--- src/rtl/vga_timing_gen_pkg.sv ---
// Shared raster geometry for the VGA timing generator and its consumers.
// Default values describe 640x480 @ 60 Hz with a 25.175 MHz pixel clock.
package vga_timing_gen_pkg;

    // Raster counters are 10 bits wide, so an axis may be at most 1024 clocks/lines long.
    localparam int unsigned CNT_W   = 10;
    localparam int unsigned CNT_MAX = 1 << CNT_W;

    typedef logic [CNT_W-1:0] cnt_t;

    // Horizontal geometry, in pixel clocks.
    localparam int unsigned H_VISIBLE = 640;
    localparam int unsigned H_FRONT   = 16;
    localparam int unsigned H_SYNC    = 96;
    localparam int unsigned H_BACK    = 48;

    // Vertical geometry, in lines.
    localparam int unsigned V_VISIBLE = 480;
    localparam int unsigned V_FRONT   = 10;
    localparam int unsigned V_SYNC    = 2;
    localparam int unsigned V_BACK    = 33;

    // Asserted level of the sync outputs (0 = active-low).
    localparam bit SYNC_ACTIVE = 1'b0;

    function automatic int unsigned axis_total(input int unsigned visible,
                                               input int unsigned front,
                                               input int unsigned sync,
                                               input int unsigned back);
        return visible + front + sync + back;
    endfunction

    localparam int unsigned H_TOTAL = axis_total(H_VISIBLE, H_FRONT, H_SYNC, H_BACK);
    localparam int unsigned V_TOTAL = axis_total(V_VISIBLE, V_FRONT, V_SYNC, V_BACK);

endpackage

--- src/rtl/vga_timing_gen_axis_counter.sv ---
// One raster axis: a wrapping counter plus registered blank/sync/last flags.
// Flags are derived from the next count value, so they always describe the
// count presented in the same cycle.
module vga_timing_gen_axis_counter
    import vga_timing_gen_pkg::*;
#(
    parameter int unsigned Visible    = H_VISIBLE,
    parameter int unsigned Front      = H_FRONT,
    parameter int unsigned Sync       = H_SYNC,
    parameter int unsigned Back       = H_BACK,
    parameter bit          SyncActive = SYNC_ACTIVE
) (
    input  logic clk_i,
    input  logic rst_ni,
    input  logic step_i,
    output cnt_t count_o,
    output logic blank_o,
    output logic sync_o,
    output logic last_o,
    output logic last_next_o
);

    localparam int unsigned Total     = axis_total(Visible, Front, Sync, Back);
    localparam int unsigned SyncStart = Visible + Front;
    localparam int unsigned SyncEnd   = SyncStart + Sync;

    if (Total > CNT_MAX) begin : g_total_check
        $error("vga_timing_gen: axis total %0d does not fit a %0d-bit counter", Total, CNT_W);
    end

    cnt_t        count_q, count_d;
    logic        blank_q, blank_d;
    logic        sync_q, sync_d;
    logic        last_q, last_d;
    logic [31:0] count_ext;

    // Next count and the flags that will accompany it.
    always_comb begin
        count_d = count_q;
        if (step_i) begin
            count_d = last_q ? '0 : count_q + 1'b1;
        end
        count_ext = 32'(count_d);
        blank_d   = (count_ext >= Visible);
        sync_d    = (count_ext >= SyncStart && count_ext < SyncEnd) ? SyncActive : !SyncActive;
        last_d    = (count_ext == Total - 1);
    end

    // Counter and flag registers with synchronous active-low reset.
    always_ff @(posedge clk_i) begin
        if (!rst_ni) begin
            count_q <= '0;
            blank_q <= 1'b0;
            sync_q  <= !SyncActive;
            last_q  <= 1'b0;
        end else begin
            count_q <= count_d;
            blank_q <= blank_d;
            sync_q  <= sync_d;
            last_q  <= last_d;
        end
    end

    assign count_o     = count_q;
    assign blank_o     = blank_q;
    assign sync_o      = sync_q;
    assign last_o      = last_q;
    // Lets the parent register flags that combine both axes without a cycle of lag.
    assign last_next_o = last_d;

endmodule

--- src/rtl/vga_timing_gen.sv ---
// VGA raster timing generator: column/row counters, blanking flags, line/frame
// end pulses and sync outputs, all registered.
// Optional macro VGA_FRAME_COUNTER_EN adds an 8-bit frame counter output o_Frame.
module vga_timing_gen
    import vga_timing_gen_pkg::*;
#(
    parameter int unsigned p_H_VISIBLE   = H_VISIBLE,
    parameter int unsigned p_H_FRONT     = H_FRONT,
    parameter int unsigned p_H_SYNC      = H_SYNC,
    parameter int unsigned p_H_BACK      = H_BACK,
    parameter int unsigned p_V_VISIBLE   = V_VISIBLE,
    parameter int unsigned p_V_FRONT     = V_FRONT,
    parameter int unsigned p_V_SYNC      = V_SYNC,
    parameter int unsigned p_V_BACK      = V_BACK,
    parameter bit          p_SYNC_ACTIVE = SYNC_ACTIVE
) (
    input  logic             i_Clk,
    input  logic             i_Rst_n,
    output logic [CNT_W-1:0] o_Col,
    output logic [CNT_W-1:0] o_Row,
    output logic             o_HBlank,
    output logic             o_VBlank,
    output logic             o_HReset,
    output logic             o_VReset,
    output logic             o_HSync,
    output logic             o_VSync
`ifdef VGA_FRAME_COUNTER_EN
    ,
    output logic [7:0]       o_Frame
`endif
);

    cnt_t h_count, v_count;
    logic h_blank, v_blank;
    logic h_sync, v_sync;
    logic h_last, v_last;
    logic h_last_next, v_last_next;
    logic vreset_q, vreset_d;
    logic unused_v_last;

    vga_timing_gen_axis_counter #(
        .Visible   (p_H_VISIBLE),
        .Front     (p_H_FRONT),
        .Sync      (p_H_SYNC),
        .Back      (p_H_BACK),
        .SyncActive(p_SYNC_ACTIVE)
    ) u_h_axis (
        .clk_i      (i_Clk),
        .rst_ni     (i_Rst_n),
        .step_i     (1'b1),
        .count_o    (h_count),
        .blank_o    (h_blank),
        .sync_o     (h_sync),
        .last_o     (h_last),
        .last_next_o(h_last_next)
    );

    // Rows step on the last clock of each line.
    vga_timing_gen_axis_counter #(
        .Visible   (p_V_VISIBLE),
        .Front     (p_V_FRONT),
        .Sync      (p_V_SYNC),
        .Back      (p_V_BACK),
        .SyncActive(p_SYNC_ACTIVE)
    ) u_v_axis (
        .clk_i      (i_Clk),
        .rst_ni     (i_Rst_n),
        .step_i     (h_last),
        .count_o    (v_count),
        .blank_o    (v_blank),
        .sync_o     (v_sync),
        .last_o     (v_last),
        .last_next_o(v_last_next)
    );

    // Frame-end pulse uses the registered form instead, kept from both axes' next state.
    assign unused_v_last = v_last;

    // Frame end is the next position being the last column of the last row.
    always_comb begin
        vreset_d = h_last_next & v_last_next;
    end

    // Frame-end pulse register.
    always_ff @(posedge i_Clk) begin
        if (!i_Rst_n) begin
            vreset_q <= 1'b0;
        end else begin
            vreset_q <= vreset_d;
        end
    end

`ifdef VGA_FRAME_COUNTER_EN
    logic [7:0] frame_q, frame_d;

    // Frame count advances as the row wraps back to 0, i.e. the clock after o_VReset.
    always_comb begin
        frame_d = vreset_q ? frame_q + 8'd1 : frame_q;
    end

    // Frame counter register, wraps naturally at 8 bits.
    always_ff @(posedge i_Clk) begin
        if (!i_Rst_n) begin
            frame_q <= 8'd0;
        end else begin
            frame_q <= frame_d;
        end
    end

    assign o_Frame = frame_q;
`endif

    assign o_Col    = h_count;
    assign o_Row    = v_count;
    assign o_HBlank = h_blank;
    assign o_VBlank = v_blank;
    assign o_HReset = h_last;
    assign o_VReset = vreset_q;
    assign o_HSync  = h_sync;
    assign o_VSync  = v_sync;

endmodule

--- config.mk ---
export PLATFORM = sky130hd
export DESIGN_NAME = vga_timing_gen
export DESIGN_NICKNAME = d
export VERILOG_FILES = /design/src/rtl/vga_timing_gen_pkg.sv /design/src/rtl/vga_timing_gen_axis_counter.sv /design/src/rtl/vga_timing_gen.sv
export SDC_FILE = /design/constraint.sdc
export NUM_CORES = 1
export LEC_CHECK = 0
export BUFFER_PORTS_ARGS = -buffer_cell sky130_fd_sc_hd__buf_2
export CORE_MARGIN = 2
export CORE_UTILIZATION = 49
export CTS_BUF_LIST = sky130_fd_sc_hd__clkbuf_8
export CTS_CLUSTER_SIZE = 25
export DETAILED_ROUTE_END_ITERATION = 6
export HOLD_SLACK_MARGIN = 0.05
export PLACE_DENSITY = 0.72
export SLEW_MARGIN = 5
export SYNTH_ARGS = -nofsm -noshare
export SYNTH_HDL_FRONTEND = slang
export SYNTH_SLANG_ARGS = --single-unit
--- constraint.sdc ---
create_clock -name i_Clk -period 4.4 [get_ports i_Clk]
set_input_delay 0.88 -clock i_Clk [delete_from_list [all_inputs] [get_ports i_Clk]]
set_output_delay 0.88 -clock i_Clk [all_outputs]
set_load 0.02 [all_outputs]
# Yosys cells after proc, flatten, opt, wreduce, memory -nomap -nowiden
# Index checks and enable logic that the tools add are counted.
totals:
  reg_bits: 27
  latchBits: 0
  mem_bits_rw: 0
  rom_bits: 0
  input_bits: 2
  out_inout_bits: 26
  elab_cells: 27
  mem_count: 0
op_classes:
  n_addsub: 2
  multipliers: 0
  div: 0
  magnitude_cmp: 6
  eq_ne: 2
  shift: 0
  muxes: 5
  n_bitwise: 1
  n_reduce_logical: 2
op_table:
  columns: ["op", "n"]
  rows:
  - ["10-bit two-way mux", 3]
  - ["10-bit by 1-bit adder with 10-bit output (second input constant)", 2]
  - ["10-bit equality test (second input constant)", 2]
  - ["10-bit greater-or-equal comparator (second input constant)", 2]
  - ["10-bit by 9-bit greater-or-equal comparator with 1-bit output (second input constant)", 2]
  - ["10-bit less-than comparator (second input constant)", 1]
  - ["10-bit by 9-bit less-than comparator with 1-bit output (second input constant)", 1]
  - ["1-bit logical AND", 2]
  - ["1-bit two-way mux", 2]
  - ["1-bit bitwise AND", 1]

# Depth between registers and ports, before layout
# Gate-level depths: netlist of run 1.
depth:
  ltp_word: 6
  ltp_mapped: 7
  mapped_depth_nobuf: 6

# Modules after synthesis
# A second synthesis of run 1 with hierarchy kept.
hier_totals:
  cells_unflattened: 198
  area_unflattened_um2: 1624.1
by_module_without_submodules:
  columns: ["mod", "instances", "cells_per_inst", "area_each_um2", "seq_area_each_um2"]
  rows:
  - ["vga_timing_gen_axis_counter (u_h_axis)", 1, 98, 817.0, 260.2]
  - ["vga_timing_gen_axis_counter (u_v_axis)", 1, 97, 777.0, 260.2]
  - ["vga_timing_gen", 1, 3, 30.0, 20.0]

# Worst setup path before layout of run 1
# No wires, ideal clock.
synth_timing:
  kind: "reg2reg"
  from: "register u_v_axis.count_q[0], in the netlist u_v_axis.count_o[0]"
  to: "register u_v_axis.sync_q, in the netlist u_v_axis.sync_o"
  setup_time_ps: 130
  arrival_ps: 1869
  required_time_ps: 4270
  path_slack_ps: 2400
  path_stages_with_launch: 7
  path_buffers: 0
  period_less_slack_ps: 2000
  path_cell_list: "dfxtp_1 -> ha_1 -> nand2_1 -> or4_1 -> a21o_1 -> nor4_2 -> nand4bb_1"
synth_via:
  elab_chain_cells: 6
  elab_cells_between_ends: 7
  classes_between: "add/sub (1); order compare (2); mux (3); reduce/logical (1)"
synth_lines:
  columns: ["item", "line", "source"]
  rows:
  - ["from (decl)", "vga_timing_gen_axis_counter.sv:31", "cnt_t count_q, count_d;"]
  - ["from (signal assigned)", "vga_timing_gen_axis_counter.sv:57", "count_q <= count_d;"]
  - ["10-bit by 1-bit adder with 10-bit output", "vga_timing_gen_axis_counter.sv:41", "count_d = last_q ? '0 : count_q + 1'b1;"]
  - ["10-bit two-way mux", "vga_timing_gen_axis_counter.sv:41", null]
  - ["10-bit two-way mux (*)", "vga_timing_gen_axis_counter.sv:40", "if (step_i) begin"]
  - ["10-bit by 9-bit greater-or-equal comparator with 1-bit output or 10-bit by 9-bit less-than comparator with 1-bit output (tied branches)", "vga_timing_gen_axis_counter.sv:45", "sync_d = (count_ext >= SyncStart && count_ext < SyncEnd) ? SyncActive : !SyncActive;"]
  - ["1-bit logical AND (*)", "vga_timing_gen_axis_counter.sv:45", null]
  - ["1-bit two-way mux (*)", "vga_timing_gen_axis_counter.sv:45", null]
  - ["to (signal assigned)", "vga_timing_gen_axis_counter.sv:54", "sync_q <= !SyncActive;"]
  - ["to (signal assigned)", "vga_timing_gen_axis_counter.sv:59", "sync_q <= sync_d;"]
  - ["to (decl)", "vga_timing_gen_axis_counter.sv:33", "logic sync_q, sync_d;"]
# Every way passes the cells marked *; elsewhere a longest branch is shown, timed or not.
# A chain may end at the register's enable or synchronous reset.

# Worst setup path in the final report of run 1
layout_timing:
  from: "register u_h_axis.last_q, in the netlist u_h_axis.last_o"
  to: "output port o_HReset"
layout_lines:
  columns: ["item", "line", "source"]
  rows:
  - ["from (decl)", "vga_timing_gen_axis_counter.sv:34", "logic last_q, last_d;"]
  - ["from (signal assigned)", "vga_timing_gen_axis_counter.sv:60", "last_q <= last_d;"]
  - ["to (decl)", "vga_timing_gen.sv:23", "output logic o_HReset,"]
# No word-level cell between the ends.

==> results of run 1 <==
==> kinds of logic after synthesis <==
group | after synthesis
buffers and inverters | 18
adders and majority gates | 2
AOI/OAI and AO/OA | 33
and+or+nand+nor | 84
DFF | 27
muxes | 1
xor gates and xnor gates | 13
==> metrics by stage <==
step	setup WS, ps	util [%]	cell area [µm²]
floorplan	2400	-	1500
global placement	2370	53.7	1600
detailed placement	2320	53.7	1600
CTS	2210	55.3	1650
global route	2110	55.3	1650
finish	2240	55.3	1650
==> final cells by class <==
cell class / count / area [µm²]
fillers: 292 / 1330
flip-flops and latches: 27 / 541
well taps: 33 / 41.3
multi-input cells: 133 / 863
clock buffers: 3 / 41.3
inverters: 5 / 18.8
repair buffers: 27 / 135
clock inverters: 1 / 7.51
==> Yosys cell counts (2+ instances only) <==
library cell,count,area share [%]
sky130_fd_sc_hd__inv_1,5,1.3
sky130_fd_sc_hd__clkbuf_1,4,1.0
sky130_fd_sc_hd__and3_1,5,2.1
sky130_fd_sc_hd__dfxtp_1,27,36
sky130_fd_sc_hd__nand3_1,9,3.0
sky130_fd_sc_hd__a21boi_0,2,1.0
sky130_fd_sc_hd__nand4_1,2,0.83
sky130_fd_sc_hd__a21oi_1,4,1.3
sky130_fd_sc_hd__buf_2,3,1.0
sky130_fd_sc_hd__ha_1,2,1.7
sky130_fd_sc_hd__or3_1,2,0.83
sky130_fd_sc_hd__o21a_1,3,1.5
sky130_fd_sc_hd__a31oi_1,2,0.83
sky130_fd_sc_hd__o21ai_0,7,2.3
sky130_fd_sc_hd__buf_4,5,2.5
sky130_fd_sc_hd__nor2_1,22,5.5
sky130_fd_sc_hd__o31ai_1,2,1.0
sky130_fd_sc_hd__nor4_1,2,0.83
sky130_fd_sc_hd__a22oi_1,3,1.5
sky130_fd_sc_hd__xnor2_1,8,4.7
sky130_fd_sc_hd__and4_1,2,1.2
sky130_fd_sc_hd__o22ai_1,2,0.83
sky130_fd_sc_hd__nand2_1,12,3.0
sky130_fd_sc_hd__nand2b_1,4,1.7
sky130_fd_sc_hd__nor2b_1,7,2.9
sky130_fd_sc_hd__xor2_1,5,2.9
sky130_fd_sc_hd__nor3_1,4,1.3
==> worst min path at each step <==
stage | from | endpoint | slack [ps] | depth (start not counted)
after floorplan | u_h_axis.count_o[0]$_SDFF_PN0_ | u_h_axis.count_o[0]$_SDFF_PN0_ | 550 | 1
after global placement | u_h_axis.count_o[0]$_SDFF_PN0_ | u_h_axis.count_o[0]$_SDFF_PN0_ | 500 | 1
after detailed placement | u_h_axis.count_o[9]$_SDFF_PN0_ | u_h_axis.count_o[9]$_SDFF_PN0_ | 530 | 2
after CTS | u_h_axis.count_o[9]$_SDFF_PN0_ | u_h_axis.count_o[9]$_SDFF_PN0_ | 550 | 2
after global routing | u_h_axis.count_o[9]$_SDFF_PN0_ | u_h_axis.count_o[9]$_SDFF_PN0_ | 580 | 2
final | u_h_axis.count_o[9]$_SDFF_PN0_ | u_h_axis.count_o[9]$_SDFF_PN0_ | 550 | 2
==> state kept, by name, summed over array words and instances, names as in the netlist <==
name and cells:
u_h_axis.count_o 10, u_v_axis.count_o 10, o_VReset 1, u_h_axis.blank_o 1, u_h_axis.last_o 1, u_h_axis.sync_o 1, u_v_axis.blank_o 1, u_v_axis.last_o 1
u_v_axis.sync_o 1
==> metal layers <==
| metal | up-vias | GRT usage, % | wire length [µm] |
|---|---|---|---|
| li1 | 657 | - | - |
| met2 | 28 | 34.2 | 1600 |
| met4 | 0 | 7.79 | 46 |
| met5 | - | 0 | 0 |
| met3 | 5 | 2.84 | 107 |
| met1 | 633 | 22.6 | 1330 |
==> tightest hold or removal path, delay by kind of cell, from the launching register on <==
family	cells	cell delay, ps
AOI/OAI and AO/OA	2	160
DFF	1	350
==> where the power goes <==
part,switching (mW),total [mW],leakage [nW],internal [mW]
clock network,0.0759,0.140,0.0217,0.0643
registers,0.00417,0.251,0.218,0.246
logic,0.0116,0.0180,0.402,0.00637
total,0.0917,0.409,0.642,0.317
==> run summary, run 1 <==
final number of max-transition violations = 0
total standard cell area after synthesis = 1500 µm²
nature of the critical path endpoint = output port
Leak Pwr = 0.642 nW
type of origin of the critical path = register
standard cell core area = 2980 µm²
main combinational cell family by area after synthesis = simple AND/OR/NAND/NOR gates
result of the run = complete, no violations
global-route congestion overflow total = 0
Synth Area in Compound Gates = 15.1%
quantity of hold-fixing buffers added after cts = 0
number of cells produced by synthesis = 178
global-route total usage across every layer = 19.1%
Post-CTS Setup Inserts = 0
global-route wire length before repair = 5.20 mm
number of buffers inserted by port buffering = 27
adder-cell share of the synthesized area = 1.67%
power per cell area = 248 nW/µm²
deepest clock path buffer count = 2
Worst-path clk slew = 90 ps
fraction of synthesis flops using an asynchronous set or reset pin = 0%
yosys synthesis warning count = 0
cell type of the slowest stage on the worst timing path = sky130_fd_sc_hd__dfxtp_1
CTS sink cnt = 27
synthesized netlist net count = 182
Total Power = 0.409 mW
number of enable flip-flop cells after synthesis = 0
final period demand of the worst path = 2160 ps
reg-to-reg critical path startpoint = u_v_axis.count_o[0]$_SDFF_PN0_
Seq/Total Area, Yosys = 36.0%
top-level I/O count = 28
Layout Area Growth over Synthesis = 9.75%
insertion delay of the later-clocked pin in the worst-skew pair = 270 ps
maximum clock skew at final layout = 2.86 ps
RSZ-0062 raised after global routing = no
count of standard-cell rows = 20
Iter 0 DRT Violations = 93
transition time at the pin with the least slew margin = 626 ps
count of max-cap constraint violations = 0
number of gates resized after CTS = 0
required arrival time at the worst endpoint = 3520 ps
critical path, cell by cell = buf_2
endpoint of the worst register-to-register path = u_v_axis.sync_o$_SDFF_PN1_
largest delay contributor family on the critical path = flip-flops
number of distinct library cells after synthesis = 50
count of non-filler cells in the finished layout = 229
share of cell area taken by muxes after synthesis = 0.667%
maximum number of pins on one net before global-route repair = 21
Starting Density = 50.4%
NumNets Final = 201
vias after detailed routing = 1,323
first element of the critical path = u_h_axis.last_o$_SDFF_PN0_
remaining max-slew budget at the tightest pin = 58.2%
number of diodes added for antenna fixing = 0
data arrival at the endpoint of the critical path = 1280 ps
via count of the first global-routing pass = 1,171
capture point of the critical path = o_HReset
maximum level of the CTS H-tree = 1
flop and latch count out of synthesis = 27
DR DRC count = 0
routed wire length per instance = 13.5 µm
post-synthesis share of cell area spent on and, or, nand and nor gates = 32.5%
worst hold margin = 547 ps
Final Wtd Congestion = 0.884
CTS tree = done
critical-path maximum fanout = 20
number of setup violations in the final report = 0
instance count on the critical path = 1
ratio of cells with drive above 1 in the final layout = 19.4%
CTS Buf Count = 3
per-cell via count in the routed design = 5.78
most frequent cells in the layout = sky130_fd_sc_hd__buf_2, sky130_fd_sc_hd__dfxtp_1, sky130_fd_sc_hd__nor2_1
number of detailed-route iterations in the first pass = 4
Horiz. Die Dim = 59.4 µm
average cell area after synthesis = 8.44 µm²
post-synthesis xor/xnor area fraction = 7.58%
flop2flop setup slack = 2300 ps
sum of routed wire length over all layers = 3.08 mm
DP Wirelength = 2.29 mm
fraction of the cycle the final worst path needs = 49.2%
worst voltage drop across the vdd grid = 0.000109 V
die area = 3520 µm²
critical path class = reg -> out
flip-flop cell with the highest count after synthesis = sky130_fd_sc_hd__dfxtp_1
class of the worst hold path = reg -> reg
worst stage delay on the critical path = 730 ps
Total Negative Setup Slacks = 0 ps
Worst Path Buf+Inv = 1
buffer cell driving the clock tree root = sky130_fd_sc_hd__clkbuf_8
highest clock rate = 0.462 GHz
number of antenna violations at the first check in global routing = 0
reg2reg path depth = 6
die height = 59.4 µm
Routed Antenna Nets = 0
placed cells = 225
Hold Fails Final Rpt = 0
No activity file was read; power rests on OpenSTA's default activity.
==> inputs of run 2 (changes only) <==
==> constraint.sdc (replaced) <==
create_clock -name i_Clk -period 2 [get_ports i_Clk]
set_input_delay 0.4 -clock i_Clk [delete_from_list [all_inputs] [get_ports i_Clk]]
set_output_delay 0.4 -clock i_Clk [all_outputs]
set_load 0.02 [all_outputs]
==> run 2 against run 1 <==
Effect of this change: register-to-register slack got worse by 2100 ps; largest cell class unchanged; critical path type is now reg -> reg; first-iteration DRC count fell by 19%; clock power rose by 120%; global-route usage rose by 1.9 points.
==> run summary, run 2 (synthesis results as in run 1) <==
number of diodes added for antenna fixing = 0
Final Wtd Congestion = 0.907
final period demand of the worst path = 1850 ps
worst voltage drop across the vdd grid = 0.000233 V
routed wire length per instance = 14.1 µm
Hold Fails Final Rpt = 0
maximum number of pins on one net before global-route repair = 17
Routed Antenna Nets = 0
RSZ-0062 raised after global routing = no
highest clock rate = 0.541 GHz
CTS tree = done
global-route total usage across every layer = 21.0%
Leak Pwr = 0.707 nW
Worst Path Buf+Inv = 0
Layout Area Growth over Synthesis = 15.8%
quantity of hold-fixing buffers added after cts = 0
count of standard-cell rows = 20
data arrival at the endpoint of the critical path = 2000 ps
cell type of the slowest stage on the worst timing path = sky130_fd_sc_hd__dfxtp_1
met2 Usage GRT = 37.5%
Layout fillers = 276
maximum clock skew at final layout = 5.14 ps
required arrival time at the worst endpoint = 2160 ps
ratio of cells with drive above 1 in the final layout = 24.0%
flop2flop setup slack = 150 ps
DP Wirelength = 2.57 mm
Post-CTS Setup Inserts = 0
number of detailed-route iterations in the first pass = 4
standard cell core area = 2980 µm²
CTS sink cnt = 27
count of max-cap constraint violations = 0
number of buffers inserted by port buffering = 27
power per cell area = 522 nW/µm²
share of the core filled with cells = 58.4%
via count of the first global-routing pass = 1,270
Iter 0 DRT Violations = 75
Worst-path clk slew = 100 ps
met3 track demand over resource in global routing = 2.84%
type of origin of the critical path = register
worst stage delay on the critical path = 450 ps
number of gates resized after CTS = 0
number of setup violations in the final report = 0
nature of the critical path endpoint = register
maximum level of the CTS H-tree = 1
result of the run = complete, no violations
deepest clock path buffer count = 2
Total Negative Setup Slacks = 0 ps
die area = 3520 µm²
CTS Buf Count = 3
NumNets Final = 213
critical-path maximum fanout = 7
class of the worst hold path = in -> reg
most heavily used metal layer in global routing = met2
final number of max-transition violations = 0
vias after detailed routing = 1,400
DR DRC count = 0
die height = 59.4 µm
fraction of the cycle the final worst path needs = 92.4%
transition time at the pin with the least slew margin = 428 ps
most frequent cells in the layout = sky130_fd_sc_hd__buf_2, sky130_fd_sc_hd__dfxtp_1, sky130_fd_sc_hd__nor2_1
Starting Density = 50.4%
buffer cell driving the clock tree root = sky130_fd_sc_hd__clkbuf_8
largest delay contributor family on the critical path = simple AND/OR/NAND/NOR gates
top-level I/O count = 28
critical path, cell by cell = ha_1 -> nand2_1 -> or4_1 -> a21o_1 -> nor4_2 -> nand4bb_1
global-route wire length before repair = 5.69 mm
per-cell via count in the routed design = 5.81
insertion delay of the later-clocked pin in the worst-skew pair = 270 ps
global-route congestion overflow total = 0
Horiz. Die Dim = 59.4 µm
critical path class = reg -> reg
sum of routed wire length over all layers = 3.40 mm
remaining max-slew budget at the tightest pin = 71.5%
number of antenna violations at the first check in global routing = 0
met1 track demand over resource in global routing = 25.1%
run 2: changes by cell type in the layout (fill, tap and decap cells not counted), sizes merged:
cell	previous run	this run
buf	27	39
run 2: worst paths after layout:
path	start	endpoint	cells past startpoint
worst max-delay path	u_v_axis.count_o[1]$_SDFF_PN0_	u_v_axis.sync_o$_SDFF_PN1_	6
worst min register to register	u_h_axis.count_o[0]$_SDFF_PN0_	u_h_axis.count_o[0]$_SDFF_PN0_	1
worst min-delay path	i_Rst_n	u_v_axis.count_o[2]$_SDFF_PN0_	2
worst max register to register	u_v_axis.count_o[1]$_SDFF_PN0_	u_v_axis.sync_o$_SDFF_PN1_	6
run 2: through the flow:
stage	cell area (µm²)	hold WS (ps)	std cells	setup slack, ps	total power [mW]
floorplan	1500	528	178	0.448	0.592
global route	1740	441	241	33.8	0.953
detailed placement	1690	500	237	158	0.606
CTS	1740	443	241	147	0.921
global placement	1690	482	237	226	0.604
finish	1740	454	241	152	0.907
run 2: final cells by class:
cell class	instances	area, µm²	area share (%)
clock buffer	3	41.3	2.38
clock inverter	1	7.51	0.432
inverter	5	18.8	1.08
multi-input combinational	133	863	49.7
sequential	27	541	31.1
tap	33	41.3	2.38
timing repair buffer	39	225	13.0
run 2: where the power goes:
part / switching [mW] / internal, mW
clock: 0.172 / 0.141
sequential: 0.00919 / 0.542
combinational: 0.0263 / 0.0151
total: 0.208 / 0.699
run 2: worst register-to-register path, delay by kind of cell, from the launching register on:
kind / cells / cell delay, ps
AND/OR/NAND/NOR: 4 / 860
AO/OA/AOI/OAI: 1 / 210
adder cells (fa/ha/maj): 1 / 220
flip-flops: 1 / 450
run 2: metal layers:
layer | part of all wire (%) | vias to the layer above
li1 | - | 686
met1 | 44 | 680
met2 | 52 | 32
met3 | 3.0 | 2
met4 | 0.56 | 0
met5 | 0 | -
